## config.mk

```make
export PLATFORM = sky130hd
export DESIGN_NAME = l2_refill_ctrl
export DESIGN_NICKNAME = d
export VERILOG_FILES = /design/src/rtl/l2_refill_ctrl.sv
export SDC_FILE = /design/constraint.sdc
export NUM_CORES = 1
export LEC_CHECK = 0
export ABC_AREA = 1
export CAP_MARGIN = 20
export CORE_AREA = 2 2 326 328
export CTS_CLUSTER_DIAMETER = 150
export CTS_CLUSTER_SIZE = 24
export DETAILED_ROUTE_END_ITERATION = 8
export DIE_AREA = 0 0 328 330
export PLACE_DENSITY_LB_ADDON = 0.25
export SLEW_MARGIN = 20
export SYNTH_ARGS = -nofsm -noshare
export SYNTH_HDL_FRONTEND = slang
export SYNTH_SLANG_ARGS = --single-unit
```

## constraint.sdc

```tcl
create_clock -name clk -period 3.51 [get_ports clk]
set_input_delay 0.5265 -clock clk [delete_from_list [all_inputs] [get_ports clk]]
set_output_delay 0.5265 -clock clk [all_outputs]
set_load 0.005 [all_outputs]
```

## src/rtl/l2_refill_ctrl.sv

```systemverilog
// Refill engine below the L2 I-cache: fetches one 512-bit block as four 128-bit beats,
// critical word first, assembles it in line order and aborts bursts that stop making progress.
module l2_refill_ctrl #(
   parameter int BEATS       = 4,
   parameter int BEAT_W      = 128,
   parameter int TIMEOUT_CYC = 255
) (
   input  logic                    clk,
   input  logic                    rst,
   input  logic                    refill_req,
   input  logic [25:0]             blk_addr,
   input  logic [1:0]              word_off,
   output logic                    busy,
   output logic                    bus_req,
   output logic [27:0]             bus_addr,
   input  logic                    bus_ack,
   input  logic                    bus_rvalid,
   input  logic [BEAT_W-1:0]       bus_rdata,
   output logic                    crit_valid,
   output logic [BEAT_W-1:0]       crit_data,
   output logic [BEATS*BEAT_W-1:0] L2_data_wd,
   output logic                    L2_complete,
   output logic                    refill_err
);

   // state | meaning
   // IDLE  | waiting for refill_req
   // REQ   | bus_req high, waiting for bus_ack
   // RECV  | collecting data beats
   // DONE  | block assembled, L2_complete high for one cycle
   typedef enum logic [1:0] {IDLE, REQ, RECV, DONE} state_t;

   localparam logic [7:0] TMO_LAST  = 8'(TIMEOUT_CYC - 1);
   localparam logic [1:0] BEAT_LAST = 2'(BEATS - 1);

   state_t     state;
   state_t     state_nxt;
   logic [1:0] off_q;
   logic [1:0] beat_cnt;
   logic [1:0] slot;
   logic [7:0] tmo_cnt;
   logic       tmo_hit;

   assign tmo_hit = (tmo_cnt == TMO_LAST);
   assign slot    = off_q + beat_cnt;

   always_ff @(posedge clk) begin
      if (!rst) state <= IDLE;
      else      state <= state_nxt;
   end

   always_comb begin
      state_nxt = state;
      case (state)
         IDLE: if (refill_req) state_nxt = REQ;
         REQ: begin
            if (bus_ack)      state_nxt = RECV;
            else if (tmo_hit) state_nxt = IDLE;
         end
         RECV: begin
            if (bus_rvalid) begin
               if (beat_cnt == BEAT_LAST) state_nxt = DONE;
            end else if (tmo_hit) begin
               state_nxt = IDLE;
            end
         end
         DONE:    state_nxt = IDLE;
         default: state_nxt = IDLE;
      endcase
   end

   // refill_err is still counted as busy so the abort completes before busy drops
   always_comb begin
      busy        = (state != IDLE) || refill_err;
      bus_req     = (state == REQ);
      L2_complete = (state == DONE);
   end

   always_ff @(posedge clk) begin
      if (!rst) begin
         off_q      <= '0;
         beat_cnt   <= '0;
         tmo_cnt    <= '0;
         bus_addr   <= '0;
         crit_valid <= 1'b0;
         crit_data  <= '0;
         L2_data_wd <= '0;
         refill_err <= 1'b0;
      end else begin
         crit_valid <= 1'b0;
         refill_err <= 1'b0;
         case (state)
            IDLE: begin
               if (refill_req) begin
                  bus_addr   <= {blk_addr, word_off};
                  off_q      <= word_off;
                  beat_cnt   <= '0;
                  tmo_cnt    <= '0;
                  L2_data_wd <= '0;
               end
            end
            REQ: begin
               if (bus_ack) begin
                  tmo_cnt <= '0;
               end else if (tmo_hit) begin
                  tmo_cnt    <= '0;
                  refill_err <= 1'b1;
               end else begin
                  tmo_cnt <= tmo_cnt + 8'd1;
               end
            end
            RECV: begin
               if (bus_rvalid) begin
                  L2_data_wd[slot*BEAT_W +: BEAT_W] <= bus_rdata;
                  if (beat_cnt == 2'd0) begin
                     crit_data  <= bus_rdata;
                     crit_valid <= 1'b1;
                  end
                  beat_cnt <= beat_cnt + 2'd1;
                  tmo_cnt  <= '0;
               end else if (tmo_hit) begin
                  tmo_cnt    <= '0;
                  refill_err <= 1'b1;
               end else begin
                  tmo_cnt <= tmo_cnt + 8'd1;
               end
            end
            default: ;
         endcase
      end
   end

endmodule

```

==> out/metrics.csv <==
stage,metric,value,unit
sta,slew_viol_final,0,
worst_hold_path,min_from,rst,
floorplan,start_util,0.279,
clock_tree,cts_tree,yes,
route,wire_per_inst,20.1,um
route,num_vias,29346,
route,drt-total-wl,126,mm
floorplan,core_area,0.105,sq mm
critical_path,reg2reg_slack,0.52,ns
route,ant_nets,0,
power,powerDensity,491,mW/mm^2
critical_path,cp_cell_sequence,"inv_2, nand2_1, nand2_1, nand2_4, nand2_4, inv_1, ha_1, nand2_1, inv_4, nand3_4, buf_4, nor2_1, nor2_1, nor2_1",
sta,slew_headroom,0.407,
clock_tree,cts_hold_buf,0,
global_route,grtUsageTotal,0.223,
floorplan,rows,119,
sta,finalSetupTns,0,ns
critical_path,crit_buf_inv,4,
worst_hold_path,hold_path_end,L2_data_wd[114],
power,leakage,0.0152,uW
worst_hold_path,hp-class,in2reg,
route,drt_iter0_drc,2113,
synth,syn_inst,4315,
global_route,grt_pass1_wl,184,mm
power,peakVddDrop,0.367,mV
route,vias_per_cell,4.65,
synth,synth-seq-cells,682,
global_route,grt_max_degree,130,
sta,rsz0062_at_grt,false,
floorplan,die-area,0.108,sq mm
sta,worst-slew-pin-transition,0.890,ns
sta,final.min_clock_period,2.99,ns
critical_path,startpoint_type,flip-flop,
placement,finalWeightedCongestion,0.820,
synth,synth.net_count,4489,
clock_tree,clock_sinks,682,
critical_path,slowest_stage,buf_4,
clock_tree,numCtsBuffers,34,
worst_hold_path,whs_path_depth,3,
sta,fin_skew,0.0224,ns
global_route,grt-ovfl-total,0,
clock_tree,cts_setup_buffers,0,
global_route,antenna_found_initial,2,
clock_tree,h-tree-depth,2,
critical_path,critPathTopFamily,simple AND/OR/NAND/NOR gates,
synth,syn-cell-area,0.0292,sq mm
clock_tree,cts_buffer_depth,3,
run_status,outcome,finished clean,
global_route,grt_pass1_vias,27271,
cells_and_area,nNetsFinal,5085,
route,drc_errors,0,
floorplan,die_h,330,um
sta,hold_viol_final,0,
synth,synth_area_per_cell,6.78,sq um
sta,fmaxAchievable,334,MHz
sta,setup_ws,0.516,ns
placement,dpl_worst_slack,0.519,ns
sta,setup_viol,0,
run,cap_violations,0,
critical_path,worstReg2RegEnd,L2_data_wd[25],
critical_path,cp-end-kind,flip-flop,
critical_path,crit_path_max_incr_delay,0.40,ns
critical_path,cp.arrival,3.55,ns
synth,yosys.cell_types.count,31,
placement,port_buffers,833,
route,first_pass_iters,5,
floorplan,die_w,328,um
critical_path,path_class,reg2reg,
sta,min_period_over_period,0.853,
critical_path,r2r_start,beat_cnt[1],
placement,place_hpwl,85.6,mm
synth,synth_warnings,0,
clock_tree,clock_latency,0.64,ns
floorplan,pin_count,834,
critical_path,r2r_cells,14,
clock_tree,cts_root_buffer,clkbuf_16,
cells_and_area,drive_above_1_share,0.0291,
clock_tree,clkTransAtPathRegs,0.10,ns
critical_path,crit_fanout,26,
synth,synth.yosys.seq_area_share,0.467,
clock_tree,ctsResizeCount,0,
critical_path,worstPathRequired,4.06,ns
cells_and_area,area.growth.synth_to_final,36.1,%
==> how the worst max path moves through the flow <==
stage | from | to | cells after the start
2_1_floorplan | bus_addr[0] | L2_data_wd[151] | 12
3_3_place_gp | beat_cnt[1] | L2_data_wd[508] | 14
3_5_place_dp | beat_cnt[1] | L2_data_wd[31] | 14
4_1_cts | beat_cnt[1] | L2_data_wd[25] | 14
5_1_grt | beat_cnt[1] | L2_data_wd[6] | 13
6_report | beat_cnt[1] | L2_data_wd[25] | 14
==> state kept, by name (all words and copies together), names as in the netlist <==
name,flops
tmo_cnt,8
refill_err,1
L2_data_wd,512
crit_data,128
state,2
crit_valid,1
bus_addr,28
beat_cnt,2
==> cell usage in the layout, fill, tap and decap left out, types with 6 or more instances in the layout <==
cell type,Yosys,layout
nand4_1,99,99
inv_1,342,338
buf_12,0,30
o21a_1,54,54
nand2_1,934,929
nand2_4,0,8
o21ai_0,109,108
ha_1,13,10
clkbuf_16,0,37
nor2_1,993,992
buf_4,10,42
nor3_1,6,6
dfxtp_1,682,682
a21oi_1,266,266
nand3_1,448,448
clkdlybuf4s50_1,0,832
==> logic make-up (layout without fill, tap and decap cells) <==
group | Yosys count | in the layout | synth area share
other | 0 | 2 | 0
DFF | 682 | 682 | 0.467
buffers and inverters | 693 | 1292 | 0.0983
and+or+nand+nor | 2494 | 2494 | 0.350
xor gates and xnor gates | 1 | 1 | 0.000300
adders and majority gates | 13 | 13 | 0.00556
AOI/OAI and AO/OA | 432 | 432 | 0.0792
==> layer usage <==
metal | vias to the layer above | GRT usage | share of wire
met1 | 13709 | 0.275 | 0.42
li1 | 14633 | - | -
met2 | 851 | 0.381 | 0.48
met4 | 0 | 0.0646 | 0.028
met3 | 153 | 0.0579 | 0.074
met5 | - | 0 | 0
==> report_power, final <==
group          internal, uW  switching (uW)
logic                  2460            3520
registers              8480             400
clock network          1910            2770
total                 12800            6700
==> synth_stat cells <==
cell type / n / share of area
nand2_2: 6 / 0.0013
nor2_1: 993 / 0.13
clkinv_1: 1 / 0.00013
or2_2: 1 / 0.00021
buf_1: 13 / 0.0017
nand3_1: 448 / 0.077
and2_0: 1 / 0.00021
xor2_1: 1 / 0.00030
a21oi_1: 266 / 0.046
nor2_2: 1 / 0.00021
clkbuf_1: 216 / 0.028
nand4_1: 99 / 0.021
inv_4: 1 / 0.00021
nand3b_1: 1 / 0.00026
nor3_1: 6 / 0.0010
o21a_1: 54 / 0.014
a211oi_1: 1 / 0.00026
nor3b_1: 1 / 0.00026
nand2_1: 934 / 0.12
nand3_2: 2 / 0.00068
buf_2: 90 / 0.015
o21ai_0: 109 / 0.019
buf_4: 10 / 0.0026
inv_1: 342 / 0.044
ha_1: 13 / 0.0056
nor4_1: 1 / 0.00021
buf_6: 16 / 0.0062
o21ai_2: 1 / 0.00030
dfxtp_1: 682 / 0.47
a21oi_4: 1 / 0.00056
inv_2: 4 / 0.00051
==> final cells by class <==
cell class | instances | area (sq um)
Tap cell | 1391 | 1740
Timing Repair Buffer | 905 | 9260
Clock inverter | 2 | 18.8
Multi-Input combinational cell | 2940 | 12900
Inverter | 348 | 1340
Antenna cell | 2 | 5.00
Fill cell | 11093 | 64900
Sequential cell | 682 | 13700
Clock buffer | 37 | 926
==> worst reg2reg max path, delay by kind of cell, from the launching register on <==
family	cells	cell delay [ns]
simple gates	9	1.45
fa+ha+maj	1	0.38
buf+inv	4	0.74
flops	1	0.36
==> per-stage QoR <==
stage | cell area, sq um | total power, uW | instances | hold slack (ns) | utilization
6_report | 39800 | 19500 | 6307 | 0.351 | 0.380
5_1_grt | 39800 | 20700 | 6307 | 0.339 | 0.380
4_1_cts | 39800 | 19800 | 6305 | 0.310 | 0.380
3_5_place_dp | 38800 | 15100 | 6266 | 0.451 | 0.371
3_3_place_gp | 38800 | 15000 | 6266 | 0.448 | 0.371
2_1_floorplan | 29200 | 11900 | 4315 | 0.458 | -
No activity file was read; power rests on OpenSTA's default activity.
